--- config.mk ---
export PLATFORM = sky130hd
export DESIGN_NAME = id_ex_stage_flat
export DESIGN_NICKNAME = d
export VERILOG_FILES = /design/src/rtl/id_ex_stage_if.sv /design/src/rtl/id_ex_stage.sv /design/src/flat_wrapper.sv
export SDC_FILE = /design/constraint.sdc
export NUM_CORES = 1
export LEC_CHECK = 0
export CAP_MARGIN = 40
export CORE_MARGIN = 1
export CORE_UTILIZATION = 28
export CTS_CLUSTER_DIAMETER = 30
export DETAILED_ROUTE_END_ITERATION = 6
export GPL_TIMING_DRIVEN = 0
export SYNTH_ARGS = -nofsm -noshare
export SYNTH_HDL_FRONTEND = slang
export SYNTH_SLANG_ARGS = --single-unit
--- constraint.sdc ---
create_clock -name i_clk -period 2.2 [get_ports i_clk]
set_input_delay 0.22 -clock i_clk [delete_from_list [all_inputs] [get_ports i_clk]]
set_output_delay 0.22 -clock i_clk [all_outputs]
set_load 0.02 [all_outputs]
--- src/rtl/id_ex_stage_if.sv ---
// Bundle of ID-side inputs, forwarding sources and EX-side outputs around the ID/EX register.
// The master side drives the decoded instruction; the slave side is the pipeline stage itself.
interface id_ex_stage_if #(
  parameter int CNT_W = 16
);
  logic             i_con_Stall;
  logic             i_con_Flush;
  logic             i_con_Valid;
  logic [31:0]      i_data_Rs;
  logic [31:0]      i_data_Rt;
  logic [31:0]      i_data_Imm;
  logic [4:0]       i_data_RsAddr;
  logic [4:0]       i_data_RtAddr;
  logic [4:0]       i_data_DstAddr;
  logic [4:0]       i_data_shamt;
  logic [3:0]       i_con_AluCtrl;
  logic             i_con_AluSrcB;
  logic             i_con_RegWrite;
  logic [1:0]       i_con_MemOp;
  logic [31:0]      i_data_ExMemRes;
  logic [4:0]       i_data_ExMemDst;
  logic [31:0]      i_data_MemWbRes;
  logic [4:0]       i_data_MemWbDst;

  logic [31:0]      o_data_A;
  logic [31:0]      o_data_B;
  logic [31:0]      o_data_StoreData;
  logic [3:0]       o_con_AluCtrl;
  logic [4:0]       o_data_shamt;
  logic [4:0]       o_data_DstAddr;
  logic             o_con_RegWrite;
  logic [1:0]       o_con_MemOp;
  logic             o_con_Valid;
  logic             o_con_LoadUse;
  logic [CNT_W-1:0] o_data_BubbleCnt;

  modport master (
    output i_con_Stall, i_con_Flush, i_con_Valid, i_data_Rs, i_data_Rt, i_data_Imm,
           i_data_RsAddr, i_data_RtAddr, i_data_DstAddr, i_data_shamt, i_con_AluCtrl,
           i_con_AluSrcB, i_con_RegWrite, i_con_MemOp, i_data_ExMemRes, i_data_ExMemDst,
           i_data_MemWbRes, i_data_MemWbDst,
    input  o_data_A, o_data_B, o_data_StoreData, o_con_AluCtrl, o_data_shamt, o_data_DstAddr,
           o_con_RegWrite, o_con_MemOp, o_con_Valid, o_con_LoadUse, o_data_BubbleCnt
  );

  modport slave (
    input  i_con_Stall, i_con_Flush, i_con_Valid, i_data_Rs, i_data_Rt, i_data_Imm,
           i_data_RsAddr, i_data_RtAddr, i_data_DstAddr, i_data_shamt, i_con_AluCtrl,
           i_con_AluSrcB, i_con_RegWrite, i_con_MemOp, i_data_ExMemRes, i_data_ExMemDst,
           i_data_MemWbRes, i_data_MemWbDst,
    output o_data_A, o_data_B, o_data_StoreData, o_con_AluCtrl, o_data_shamt, o_data_DstAddr,
           o_con_RegWrite, o_con_MemOp, o_con_Valid, o_con_LoadUse, o_data_BubbleCnt
  );
endinterface

--- src/rtl/id_ex_stage.sv ---
// ID/EX pipeline register with EX-side operand forwarding, load-use detection,
// stall/flush handling and a saturating count of inserted bubbles.
module id_ex_stage #(
  parameter int CNT_W = 16
) (
  input  logic         i_clk,
  input  logic         i_rst_n,
  id_ex_stage_if.slave bus
);

  typedef struct packed {
    logic        valid;
    logic        reg_write;
    logic [1:0]  mem_op;
    logic [4:0]  dst;
    logic [4:0]  rs_addr;
    logic [4:0]  rt_addr;
    logic [4:0]  shamt;
    logic [3:0]  alu_ctrl;
    logic        alu_src_b;
    logic [31:0] rs;
    logic [31:0] rt;
    logic [31:0] imm;
  } ex_t;

  ex_t              stage_q, stage_d;
  logic [CNT_W-1:0] cnt_q, cnt_d;
  logic             load_use;
  logic             bubble;
  logic [31:0]      rs_fwd;
  logic [31:0]      rt_fwd;

  // EX/MEM is the younger producer, so it wins over MEM/WB; r0 is hardwired zero.
  function automatic logic [31:0] fwd(input logic [4:0]  addr,
                                      input logic [31:0] reg_val,
                                      input logic [4:0]  exmem_dst,
                                      input logic [31:0] exmem_res,
                                      input logic [4:0]  memwb_dst,
                                      input logic [31:0] memwb_res);
    if (addr != 5'd0 && addr == exmem_dst) begin
      return exmem_res;
    end else if (addr != 5'd0 && addr == memwb_dst) begin
      return memwb_res;
    end
    return reg_val;
  endfunction

  assign load_use = stage_q.valid && (stage_q.mem_op == 2'b01) && (stage_q.dst != 5'd0) &&
                    ((stage_q.dst == bus.i_data_RsAddr) || (stage_q.dst == bus.i_data_RtAddr)) &&
                    bus.i_con_Valid;

  assign bubble = bus.i_con_Flush || load_use;

  always_comb begin
    stage_d = stage_q;
    cnt_d   = cnt_q;
    if (!bus.i_con_Stall) begin
      if (bubble) begin
        stage_d = '0;
        if (cnt_q != '1) begin
          cnt_d = cnt_q + 1'b1;
        end
      end else begin
        stage_d.valid     = bus.i_con_Valid;
        stage_d.reg_write = bus.i_con_RegWrite;
        stage_d.mem_op    = (bus.i_con_MemOp == 2'b11) ? 2'b00 : bus.i_con_MemOp;
        stage_d.dst       = bus.i_data_DstAddr;
        stage_d.rs_addr   = bus.i_data_RsAddr;
        stage_d.rt_addr   = bus.i_data_RtAddr;
        stage_d.shamt     = bus.i_data_shamt;
        stage_d.alu_ctrl  = bus.i_con_AluCtrl;
        stage_d.alu_src_b = bus.i_con_AluSrcB;
        stage_d.rs        = bus.i_data_Rs;
        stage_d.rt        = bus.i_data_Rt;
        stage_d.imm       = bus.i_data_Imm;
      end
    end
  end

  always_ff @(posedge i_clk) begin
    if (!i_rst_n) begin
      stage_q <= '0;
      cnt_q   <= '0;
    end else begin
      stage_q <= stage_d;
      cnt_q   <= cnt_d;
    end
  end

  assign rs_fwd = fwd(stage_q.rs_addr, stage_q.rs, bus.i_data_ExMemDst, bus.i_data_ExMemRes,
                      bus.i_data_MemWbDst, bus.i_data_MemWbRes);
  assign rt_fwd = fwd(stage_q.rt_addr, stage_q.rt, bus.i_data_ExMemDst, bus.i_data_ExMemRes,
                      bus.i_data_MemWbDst, bus.i_data_MemWbRes);

  assign bus.o_data_A         = rs_fwd;
  assign bus.o_data_B         = stage_q.alu_src_b ? stage_q.imm : rt_fwd;
  assign bus.o_data_StoreData = rt_fwd;
  assign bus.o_con_AluCtrl    = stage_q.alu_ctrl;
  assign bus.o_data_shamt     = stage_q.shamt;
  assign bus.o_data_DstAddr   = stage_q.dst;
  assign bus.o_con_RegWrite   = stage_q.reg_write;
  assign bus.o_con_MemOp      = stage_q.mem_op;
  assign bus.o_con_Valid      = stage_q.valid;
  assign bus.o_con_LoadUse    = load_use;
  assign bus.o_data_BubbleCnt = cnt_q;

endmodule

--- src/flat_wrapper.sv ---
// flat-port wrapper written by rule: the top's interface ports become plain ports
module id_ex_stage_flat 
#(
  parameter int CNT_W = 16
)
  (i_clk, i_rst_n, bus_i_con_Stall, bus_i_con_Flush, bus_i_con_Valid, bus_i_data_Rs, bus_i_data_Rt, bus_i_data_Imm, bus_i_data_RsAddr, bus_i_data_RtAddr, bus_i_data_DstAddr, bus_i_data_shamt, bus_i_con_AluCtrl, bus_i_con_AluSrcB, bus_i_con_RegWrite, bus_i_con_MemOp, bus_i_data_ExMemRes, bus_i_data_ExMemDst, bus_i_data_MemWbRes, bus_i_data_MemWbDst, bus_o_data_A, bus_o_data_B, bus_o_data_StoreData, bus_o_con_AluCtrl, bus_o_data_shamt, bus_o_data_DstAddr, bus_o_con_RegWrite, bus_o_con_MemOp, bus_o_con_Valid, bus_o_con_LoadUse, bus_o_data_BubbleCnt);
  id_ex_stage_if #(.CNT_W(CNT_W)) bus_i ();
  input  logic i_clk;
  input  logic i_rst_n;
  input wire logic [$bits(bus_i.i_con_Stall)-1:0] bus_i_con_Stall;
  input wire logic [$bits(bus_i.i_con_Flush)-1:0] bus_i_con_Flush;
  input wire logic [$bits(bus_i.i_con_Valid)-1:0] bus_i_con_Valid;
  input wire logic [$bits(bus_i.i_data_Rs)-1:0] bus_i_data_Rs;
  input wire logic [$bits(bus_i.i_data_Rt)-1:0] bus_i_data_Rt;
  input wire logic [$bits(bus_i.i_data_Imm)-1:0] bus_i_data_Imm;
  input wire logic [$bits(bus_i.i_data_RsAddr)-1:0] bus_i_data_RsAddr;
  input wire logic [$bits(bus_i.i_data_RtAddr)-1:0] bus_i_data_RtAddr;
  input wire logic [$bits(bus_i.i_data_DstAddr)-1:0] bus_i_data_DstAddr;
  input wire logic [$bits(bus_i.i_data_shamt)-1:0] bus_i_data_shamt;
  input wire logic [$bits(bus_i.i_con_AluCtrl)-1:0] bus_i_con_AluCtrl;
  input wire logic [$bits(bus_i.i_con_AluSrcB)-1:0] bus_i_con_AluSrcB;
  input wire logic [$bits(bus_i.i_con_RegWrite)-1:0] bus_i_con_RegWrite;
  input wire logic [$bits(bus_i.i_con_MemOp)-1:0] bus_i_con_MemOp;
  input wire logic [$bits(bus_i.i_data_ExMemRes)-1:0] bus_i_data_ExMemRes;
  input wire logic [$bits(bus_i.i_data_ExMemDst)-1:0] bus_i_data_ExMemDst;
  input wire logic [$bits(bus_i.i_data_MemWbRes)-1:0] bus_i_data_MemWbRes;
  input wire logic [$bits(bus_i.i_data_MemWbDst)-1:0] bus_i_data_MemWbDst;
  output wire logic [$bits(bus_i.o_data_A)-1:0] bus_o_data_A;
  output wire logic [$bits(bus_i.o_data_B)-1:0] bus_o_data_B;
  output wire logic [$bits(bus_i.o_data_StoreData)-1:0] bus_o_data_StoreData;
  output wire logic [$bits(bus_i.o_con_AluCtrl)-1:0] bus_o_con_AluCtrl;
  output wire logic [$bits(bus_i.o_data_shamt)-1:0] bus_o_data_shamt;
  output wire logic [$bits(bus_i.o_data_DstAddr)-1:0] bus_o_data_DstAddr;
  output wire logic [$bits(bus_i.o_con_RegWrite)-1:0] bus_o_con_RegWrite;
  output wire logic [$bits(bus_i.o_con_MemOp)-1:0] bus_o_con_MemOp;
  output wire logic [$bits(bus_i.o_con_Valid)-1:0] bus_o_con_Valid;
  output wire logic [$bits(bus_i.o_con_LoadUse)-1:0] bus_o_con_LoadUse;
  output wire logic [$bits(bus_i.o_data_BubbleCnt)-1:0] bus_o_data_BubbleCnt;
  assign bus_i.i_con_Stall = bus_i_con_Stall;
  assign bus_i.i_con_Flush = bus_i_con_Flush;
  assign bus_i.i_con_Valid = bus_i_con_Valid;
  assign bus_i.i_data_Rs = bus_i_data_Rs;
  assign bus_i.i_data_Rt = bus_i_data_Rt;
  assign bus_i.i_data_Imm = bus_i_data_Imm;
  assign bus_i.i_data_RsAddr = bus_i_data_RsAddr;
  assign bus_i.i_data_RtAddr = bus_i_data_RtAddr;
  assign bus_i.i_data_DstAddr = bus_i_data_DstAddr;
  assign bus_i.i_data_shamt = bus_i_data_shamt;
  assign bus_i.i_con_AluCtrl = bus_i_con_AluCtrl;
  assign bus_i.i_con_AluSrcB = bus_i_con_AluSrcB;
  assign bus_i.i_con_RegWrite = bus_i_con_RegWrite;
  assign bus_i.i_con_MemOp = bus_i_con_MemOp;
  assign bus_i.i_data_ExMemRes = bus_i_data_ExMemRes;
  assign bus_i.i_data_ExMemDst = bus_i_data_ExMemDst;
  assign bus_i.i_data_MemWbRes = bus_i_data_MemWbRes;
  assign bus_i.i_data_MemWbDst = bus_i_data_MemWbDst;
  assign bus_o_data_A = bus_i.o_data_A;
  assign bus_o_data_B = bus_i.o_data_B;
  assign bus_o_data_StoreData = bus_i.o_data_StoreData;
  assign bus_o_con_AluCtrl = bus_i.o_con_AluCtrl;
  assign bus_o_data_shamt = bus_i.o_data_shamt;
  assign bus_o_data_DstAddr = bus_i.o_data_DstAddr;
  assign bus_o_con_RegWrite = bus_i.o_con_RegWrite;
  assign bus_o_con_MemOp = bus_i.o_con_MemOp;
  assign bus_o_con_Valid = bus_i.o_con_Valid;
  assign bus_o_con_LoadUse = bus_i.o_con_LoadUse;
  assign bus_o_data_BubbleCnt = bus_i.o_data_BubbleCnt;
  id_ex_stage #(.CNT_W(CNT_W)) u_core (.i_clk(i_clk), .i_rst_n(i_rst_n), .bus(bus_i));
endmodule
# --- Word-level counts from Yosys, hierarchy flattened ---
# Index checks and enable logic that the tools add are counted.
word_totals:
  word_cells: 51
  ff_bits: 141
  output_inout_bits: 131
  inputBits: 203
classes:
  bitwise: 1
  n_eq_ne: 9
  muxes: 13
  n_addsub: 1
  reduce_logical: 14
ops:
  columns: ["op", "n"]
  rows:
  - ["32-bit two-way mux", 7]
  - ["125-bit two-way mux", 1]
  - ["5-bit equality test", 6]
  - ["16-bit by 1-bit adder with 16-bit output (second input constant)", 1]
  - ["16-bit inequality test (second input constant)", 1]
  - ["5-bit nonzero test", 3]
  - ["1-bit logical AND", 8]
  - ["1-bit two-way mux", 4]
  - ["3-bit AND reduction", 1]
  - ["2-bit by 1-bit equality test with 1-bit output (second input constant)", 1]
  - ["2-bit equality test (second input constant)", 1]
  - ["1-bit logical OR", 2]
  - ["2-bit two-way mux", 1]
  - ["1-bit inverter", 1]

# --- Longest topological paths before layout ---
# Gate-level depths: netlist of the first run.
depth:
  word_depth: 7
  mapped_depth: 8
  ltp_nobuf: 6

# --- Worst setup path before layout of the first run ---
# No wires, ideal clock.
synth_timing:
  path_kind: "register to output"
  start: "reg u_core.stage_q[106] (netlist name)"
  end: "out bus_o_data_B[12]"
  path_slack_ns: -0.123
  path_buffers: 2
  t_required_ns: 1.980
  arrival_time_ns: 2.103
  path_stages_with_launch: 8
  cell_sequence: "dfxtp_1 -> or4_1 -> nor2_1 -> or2_2 -> buf_2 -> buf_2 -> o22ai_1 -> o31ai_1"
synth_between:
  elab_chain_len: 6
  word_cells_on_any_way: 10
  classes_between: "eq/ne: 2; mux: 5; reduce/logical: 3"
synth_rtl:
  columns: ["item", "line_no", "source"]
  rows:
  - ["start: declaration", "id_ex_stage.sv:26", "ex_t stage_q, stage_d;"]
  - ["start signal: assignment", "id_ex_stage.sv:85", "stage_q <= stage_d;"]
  - ["5-bit equality test / 5-bit nonzero test (equally long branches)", "id_ex_stage.sv:42, id_ex_stage.sv:40", null]
  - ["1-bit logical AND", "id_ex_stage.sv:42", "end else if (addr != 5'd0 && addr == memwb_dst) begin"]
  - ["1-bit two-way mux", "id_ex_stage.sv:42", null]
  - ["1-bit two-way mux", "id_ex_stage.sv:40", "if (addr != 5'd0 && addr == exmem_dst) begin"]
  - ["32-bit two-way mux (*)", "id_ex_stage.sv:45", "return reg_val;"]
  - ["32-bit two-way mux (*)", "id_ex_stage.sv:96", "assign bus.o_data_B = stage_q.alu_src_b ? stage_q.imm : rt_fwd;"]
  - ["end: declaration", "flat_wrapper.sv:29", "output wire logic [$bits(bus_i.o_data_B)-1:0] bus_o_data_B;"]
# Mark *: on every way between the ends. The rest lies on a longest branch, timed or not.

# --- Worst setup path after layout of the first run ---
layout_timing:
  start: "reg u_core.stage_q[107] (netlist name)"
  end: "out bus_o_data_B[29]"
# The elaborated chain is that of the path after synthesis.

==> results of run 1 <==
[power groups by stage]
stage	clock [W]	combinational [W]	sequential [W]
finish	0.00306	0.00150	0.00270
global route	0.00322	0.00160	0.00271
CTS	0.00311	0.00143	0.00270
detailed placement	0	0.00141	0.00276
global placement	0	0.00140	0.00275
floorplan	0	0.000614	0.00274
[how the worst min path moves through the flow]
stage | to | cells past startpoint
floorplan | u_core.bus.o_con_AluCtrl[0] | 2
global placement | u_core.bus.o_con_MemOp[1] | 2
detailed placement | u_core.stage_q[75] | 2
CTS | u_core.stage_q[5] | 3
global route | u_core.bus.o_data_shamt[0] | 3
finish | u_core.stage_q[5] | 3
[synth_stat cells (2+ instances only)]
library cell | count | share of area
a21oi_1 | 6 | 0.0042
a21oi_2 | 2 | 0.0024
a22oi_1 | 123 | 0.13
a311oi_1 | 2 | 0.0024
a32oi_1 | 2 | 0.0024
and2_1 | 20 | 0.017
and4_1 | 4 | 0.0049
buf_2 | 20 | 0.014
buf_4 | 21 | 0.022
clkbuf_1 | 45 | 0.024
dfxtp_1 | 141 | 0.39
inv_1 | 4 | 0.0021
mux2i_1 | 52 | 0.073
nand2_1 | 70 | 0.037
nand3_1 | 7 | 0.0049
nand4_1 | 2 | 0.0017
nor2_1 | 210 | 0.11
nor2b_1 | 2 | 0.0017
nor3_1 | 8 | 0.0056
nor4_2 | 2 | 0.0035
nor4b_1 | 2 | 0.0024
nor4bb_1 | 2 | 0.0028
o21ai_0 | 33 | 0.023
o221ai_1 | 2 | 0.0024
o22ai_1 | 14 | 0.012
o31ai_1 | 33 | 0.035
or4_1 | 3 | 0.0031
xnor2_1 | 19 | 0.023
xor2_1 | 20 | 0.024
[routing by layer]
metal	up-vias	part of all wire	wire length [µm]	GRT usage
met5	-	0	0	0
met1	3917	0.43	14110	0.2966
li1	3882	-	-	-
met4	0	0.024	797	0.09305
met2	286	0.49	16110	0.4001
met3	41	0.057	1882	0.05516
[worst register-to-register path, delay by kind of cell, from the launching register on]
kind	cells	cell delay (ns)
compound gates	3	0.61
xor+xnor	1	0.15
buf+inv	3	0.63
flops	1	0.39
simple gates	2	0.22
[logic make-up (layout without fill, tap and decap cells)]
family,Yosys count,in the layout,synth area share
AO/OA/AOI/OAI,222,222,0.2191
XOR/XNOR,39,39,0.04767
adder cells (fa/ha/maj),1,1,0.001746
buffers and inverters,91,479,0.06216
flip-flops,141,141,0.3939
multiplexers,52,52,0.07264
other,0,1,0
AND/OR/NAND/NOR,340,340,0.2027
[layout by cell type, fill, tap and decap left out, types with 17 or more instances in the layout]
master,count
buf_4,110
dfxtp_1,128
mux2i_1,46
xnor2_1,17
nand2_1,62
clkdlybuf4s50_1,236
clkbuf_16,24
nor2_1,191
o31ai_2,26
xor2_1,20
clkbuf_1,32
a22oi_1,123
buf_2,17
and2_4,17
o21ai_1,21
buf_6,20
[sequential cells by signal, indices dropped and copies added, names as in the netlist]
signal                       count
u_core.bus.o_con_MemOp           2
u_core.bus.o_con_RegWrite        1
u_core.bus.o_con_Valid           1
u_core.stage_q                 107
u_core.bus.o_data_shamt          5
u_core.bus.o_con_AluCtrl         4
u_core.bus.o_data_DstAddr        5
u_core.bus.o_data_BubbleCnt     16
[timing repair]
action | CTS | global route
pin swaps | 27 | 30
buffers inserted | 10 | 10
setup endpoints to repair | 154 | 158
gates cloned | 1 | 7
resized for setup | 624 | 141
endpoints found under the hold margin | 0 | 0
[per-stage QoR]
stage | util | setup TNS [ns] | hold WS [ns] | instances | setup WS (ns)
2_1_floorplan | - | 0 | 0.3641 | 886 | 0.03247
3_3_place_gp | 0.4410 | -228.76 | 0.4886 | 1549 | -2.598
3_5_place_dp | 0.4421 | -157.18 | 0.4988 | 1552 | -1.694
4_1_cts | 0.4758 | -38.95 | 0.3927 | 1588 | -0.4914
5_1_grt | 0.4982 | -43.59 | 0.4024 | 1605 | -0.5811
6_report | 0.4982 | -36.71 | 0.4067 | 1605 | -0.5025
[area by class of cell]
class	instances	area [µm²]
inverter	4	15.01
tap	330	412.9
antenna	1	2.502
buffer	85	668.1
multi-input combinational	654	4513
fill	2482	12600
clock inverter	14	183.9
timing repair buffer	358	3430
sequential	141	2854
clock buffer	18	429.2
==> impl_metrics.yaml, run 1 <==
clock_tree:
  cts_sinks: 141
  cts_buffer_depth: 2
  cts_tree: "yes"
  clock_latency_ns: 0.42
  cts_buffers: 17
  ctsHoldBuffers: 0
  htreeDepth: 4
  cts_root_buffer: "clkbuf_16"
  clk_pin_slew_ns: 0.07
power_and_ir_drop:
  power_w: 0.007261
  leakage_nw: 4.954
  clkPwrFrac: 0.421
  switching_share: 0.2814
  intPower_w: 0.005218
  p_sw_w: 0.002043
  irDropWorstVdd_v: 0.0004201
  pwr-share-comb: 0.207
  p_per_area_mw_per_mm2: 580.5
  seq_power_share: 0.372
timing:
  min_period_ns: 2.702
  tightest_slew_ns: 0.9150
  final_hold_viol_count: 0
  setup_viol: 96
  fin_ws_ns: -0.5025
  fmax_mhz: 370.0
  rsz0062_at_grt: "yes"
  relSlewSlack: 0.3900
  slew_violations: 0
  finalClockSkew_ns: 0.01342
  period_share: 1.228
min_path:
  hold_start: "bus_i_data_Imm[5]"
  hold_class: "primary input to flip-flop"
route:
  drt_iter0_markers: 410
  ant_nets: 0
  drc: 0
  wirelength_um: 32900
  wl_per_cell_um: 20.50
  num_vias: 8126
  vias_per_cell: 5.063
  drt-pass1-iter-count: 5
placed_design:
  post-dp-hpwl_um: 24450
  io_buffers: 333
  dpl_cell_area_mm2: 0.01110
  place_congestion: 0.8202
logic_synthesis:
  ys.flop_type: "dfxtp_1"
  synth_cells: 886
  ys_ff_latch: 141
  syn-mean-instance-area_um2: 8.088
  synth.distinct_cells: 44
  synth_fp_nets: 1090
  seq_area_frac_synth: 0.3939
  synth_warnings: 0
  synth_edf_count: 0
  syn_area_mm2: 0.007166
  async_flop_share: 0
layout:
  layout-drive-gt1-share: 0.2677
  fin_nets: 1465
  design_area_mm2: 0.01251
  area_growth_pct: 74.56
floorplanning:
  die_h_um: 162.0
  die_w_um: 162.0
  num_rows: 58
  initial_utilization: 0.2854
  coreArea_mm2: 0.02511
  die_area_mm2: 0.02624
  ioPinCount: 334
global_routing:
  antenna_found_initial: 1
  first_global_vias: 7948
  grt_max_degree: 17
  grt_pass1_wl_um: 47310
  grt_overflow_total: 0
  grt_util_all_layers: 0.2393
worst_setup_path:
  crit_type: "flip-flop to primary output"
  critPathSlowestCell: "dfxtp_4"
  r2r_end: "u_core.stage_q[2]"
  startpoint: "u_core.stage_q[107]"
  path_cells: "xor2_1 > nor3_2 > nand3_2 > buf_6 > a21oi_4 > buf_12 > buf_12 > nor2_1 > o31ai_2 > buf_4"
  crit_buf_inv: 4
  path_delay_family: "buffers and inverters"
  ff2ff_setup_slack_ns: 0.13
  r2r-start: "u_core.bus.o_data_DstAddr[1]"
  worst_path_largest_cell_delay_ns: 0.36
  cp-endpoint: "bus_o_data_B[29]"
  rr_worst_depth: 9
  cp_data_required_time_ns: 1.98
  crit_arrival_ns: 2.48
  end_kind: "primary output"
  crit_path_frequent_cell: "buf_12"
  crit_fanout: 10
  crit_cells: 10
  crit_path_start_kind: "flip-flop"
run:
  cap_violations: 0
status:
  violations: "negative setup slack"
  status: "finished, violations left"
(Power assumes the default switching activity.)
==> run 2, diff against run 1 <==
- CAP_MARGIN: 40 -> 20
- CELL_PAD_IN_SITES_DETAIL_PLACEMENT: not set -> 1
- CELL_PAD_IN_SITES_GLOBAL_PLACEMENT: not set -> 1
- PLACE_DENSITY_LB_ADDON: not set -> 0.1
==> run 2 against run 1 <==
Against the previous run:
- clock skew decreased by 0.00099 ns
- flip-flop and latch count unchanged
- first-iteration DRC count increased by 9.5%
- cell count increased by 0.69%
- wire length increased by 8.0%
- the flow still finishes with violations (negative setup slack)
- via count increased by 1.6%
- register-to-register slack got worse by 0.02 ns
- clock-buffer cell count increased by 1
- global-route usage increased by 2.1 points
==> impl_metrics.yaml, run 2 (synthesis gave the netlist of run 1 again) <==
power_and_ir_drop:
  power_w: 0.007200
  irDropWorstVdd_v: 0.0003474
  p_per_area_mw_per_mm2: 554.9
  leakage_nw: 5.122
route:
  num_vias: 8258
  drt-pass1-iter-count: 5
  vias_per_cell: 5.110
  wl_per_cell_um: 22.00
  ant_nets: 0
  wirelength_um: 35550
  drt_iter0_markers: 449
  drc: 0
worst_setup_path:
  r2r_end: "u_core.stage_q[115]"
  crit_path_start_kind: "flip-flop"
  end_kind: "primary output"
  rr_worst_depth: 9
  r2r-start: "u_core.bus.o_data_DstAddr[0]"
  cp_data_required_time_ns: 1.98
  crit_arrival_ns: 2.52
  crit_fanout: 5
  ff2ff_setup_slack_ns: 0.11
  crit_type: "flip-flop to primary output"
timing:
  slew_violations: 0
  fin_ws_ns: -0.5407
  tightest_slew_ns: 0.9153
  setup_viol: 96
  timing.hold.ws_ns: 0.4041
  period_share: 1.246
  finalClockSkew_ns: 0.01242
  relSlewSlack: 0.3898
  min_period_ns: 2.741
  final_hold_viol_count: 0
  setup_tns_ns: -37.27
  fmax_mhz: 364.9
  rsz0062_at_grt: "yes"
clock_tree:
  cts_buffer_depth: 2
  cts_root_buffer: "clkbuf_16"
  cts_buffers: 17
  htreeDepth: 4
  clock_latency_ns: 0.43
  cts_sinks: 141
  clk_pin_slew_ns: 0.07
  ctsHoldBuffers: 0
  cts_tree: "yes"
layout:
  largest_reg_flops: 107
  layout-drive-gt1-share: 0.2933
  area_growth_pct: 81.09
  fin_util: 0.5168
  multiInputGateArea_mm2: 0.004768
  num-fill-cells: 2931
  layout_common_cells: "236 x clkdlybuf4s50_1, 166 x nor2_1, 128 x dfxtp_1"
  top_register: "u_core.stage_q"
  layout_commonest_cell: "clkdlybuf4s50_1"
  fin_nets: 1474
  regArea_mm2: 0.002856
floorplanning:
  die_h_um: 162.0
  num_rows: 58
  die_w_um: 162.0
  ioPinCount: 334
  initial_utilization: 0.2854
  die_area_mm2: 0.02624
  coreArea_mm2: 0.02511
status:
  status: "finished, violations left"
  violations: "negative setup slack"
placed_design:
  place_congestion: 0.7977
  place_ws_ns: -1.525
  post-dp-hpwl_um: 25610
  io_buffers: 333
run:
  cap_violations: 0
global_routing:
  grt_util_all_layers: 0.2599
  grt_pass1_wl_um: 51130
  antenna_found_initial: 2
  first_global_vias: 8531
  grt_max_degree: 17
  grt_overflow_total: 0
min_path:
  hold_class: "primary input to flip-flop"
  hold_depth: 3
  hold_start: "bus_i_data_Rt[15]"
  min_to: "u_core.stage_q[47]"
-- run 2: repair_timing --
item / in CTS / in global routing
gates resized for setup: 669 / 189
endpoints found under the hold margin: 0 / 0
pin swaps: 25 / 60
setup buffers: 16 / 9
gates cloned: 4 / 5
setup endpoints to repair: 229 / 225
-- run 2: worst max-delay path, cell delays in order, from the launching register on --
cell       delay [ns]
dfxtp_4          0.37
xor2_2           0.14
nor3_2           0.23
nand3_2          0.16
buf_6            0.17
a21oi_4          0.20
clkbuf_16        0.20
clkbuf_16        0.18
nor2_4           0.04
o31ai_2          0.21
buf_4            0.19
-- run 2: metrics by stage --
step                      cell area (µm²)  instances
after floorplan                      7326        886
after global placement              11070       1549
after detailed placement            11090       1550
after CTS                           12230       1599
after global routing                12970       1614
final                               12980       1616
-- run 2: how the worst max path moves through the flow --
| stage | start | end | slack [ns] |
|---|---|---|---|
| after floorplan | u_core.stage_q[106] | bus_o_data_B[12] | 0.03 |
| after global placement | bus_i_data_ExMemDst[0] | bus_o_data_A[0] | -2.43 |
| after detailed placement | bus_i_data_ExMemDst[0] | bus_o_data_B[0] | -1.53 |
| after CTS | u_core.stage_q[107] | bus_o_data_StoreData[13] | -0.59 |
| after global routing | u_core.stage_q[107] | bus_o_data_B[2] | -0.66 |
| final | u_core.stage_q[107] | bus_o_data_B[23] | -0.54 |
-- run 2: power breakdown --
| group | switching [W] | internal (W) |
|---|---|---|
| clock network | 0.00122 | 0.00167 |
| registers | 0.0000734 | 0.00264 |
| logic | 0.000776 | 0.000820 |
| total | 0.00207 | 0.00513 |
-- run 2: final cells by class --
class,count,share of cell area
flip-flops and latches,141,0.2201
plain buffers,85,0.05477
well taps,330,0.03182
repair buffers,367,0.2797
multi-input cells,654,0.3675
diodes,4,0.0007714
clock buffers,19,0.03336
clock inverters,12,0.01080
inverters,4,0.001157
-- run 2: metal layers --
metal / wire, µm / GRT usage / up-vias
met4: 560 / 0.08319 / 0
li1: - / - / 3895
met1: 15730 / 0.3282 / 4072
met5: 0 / 0 / -
met2: 17110 / 0.4331 / 251
met3: 2140 / 0.06282 / 40
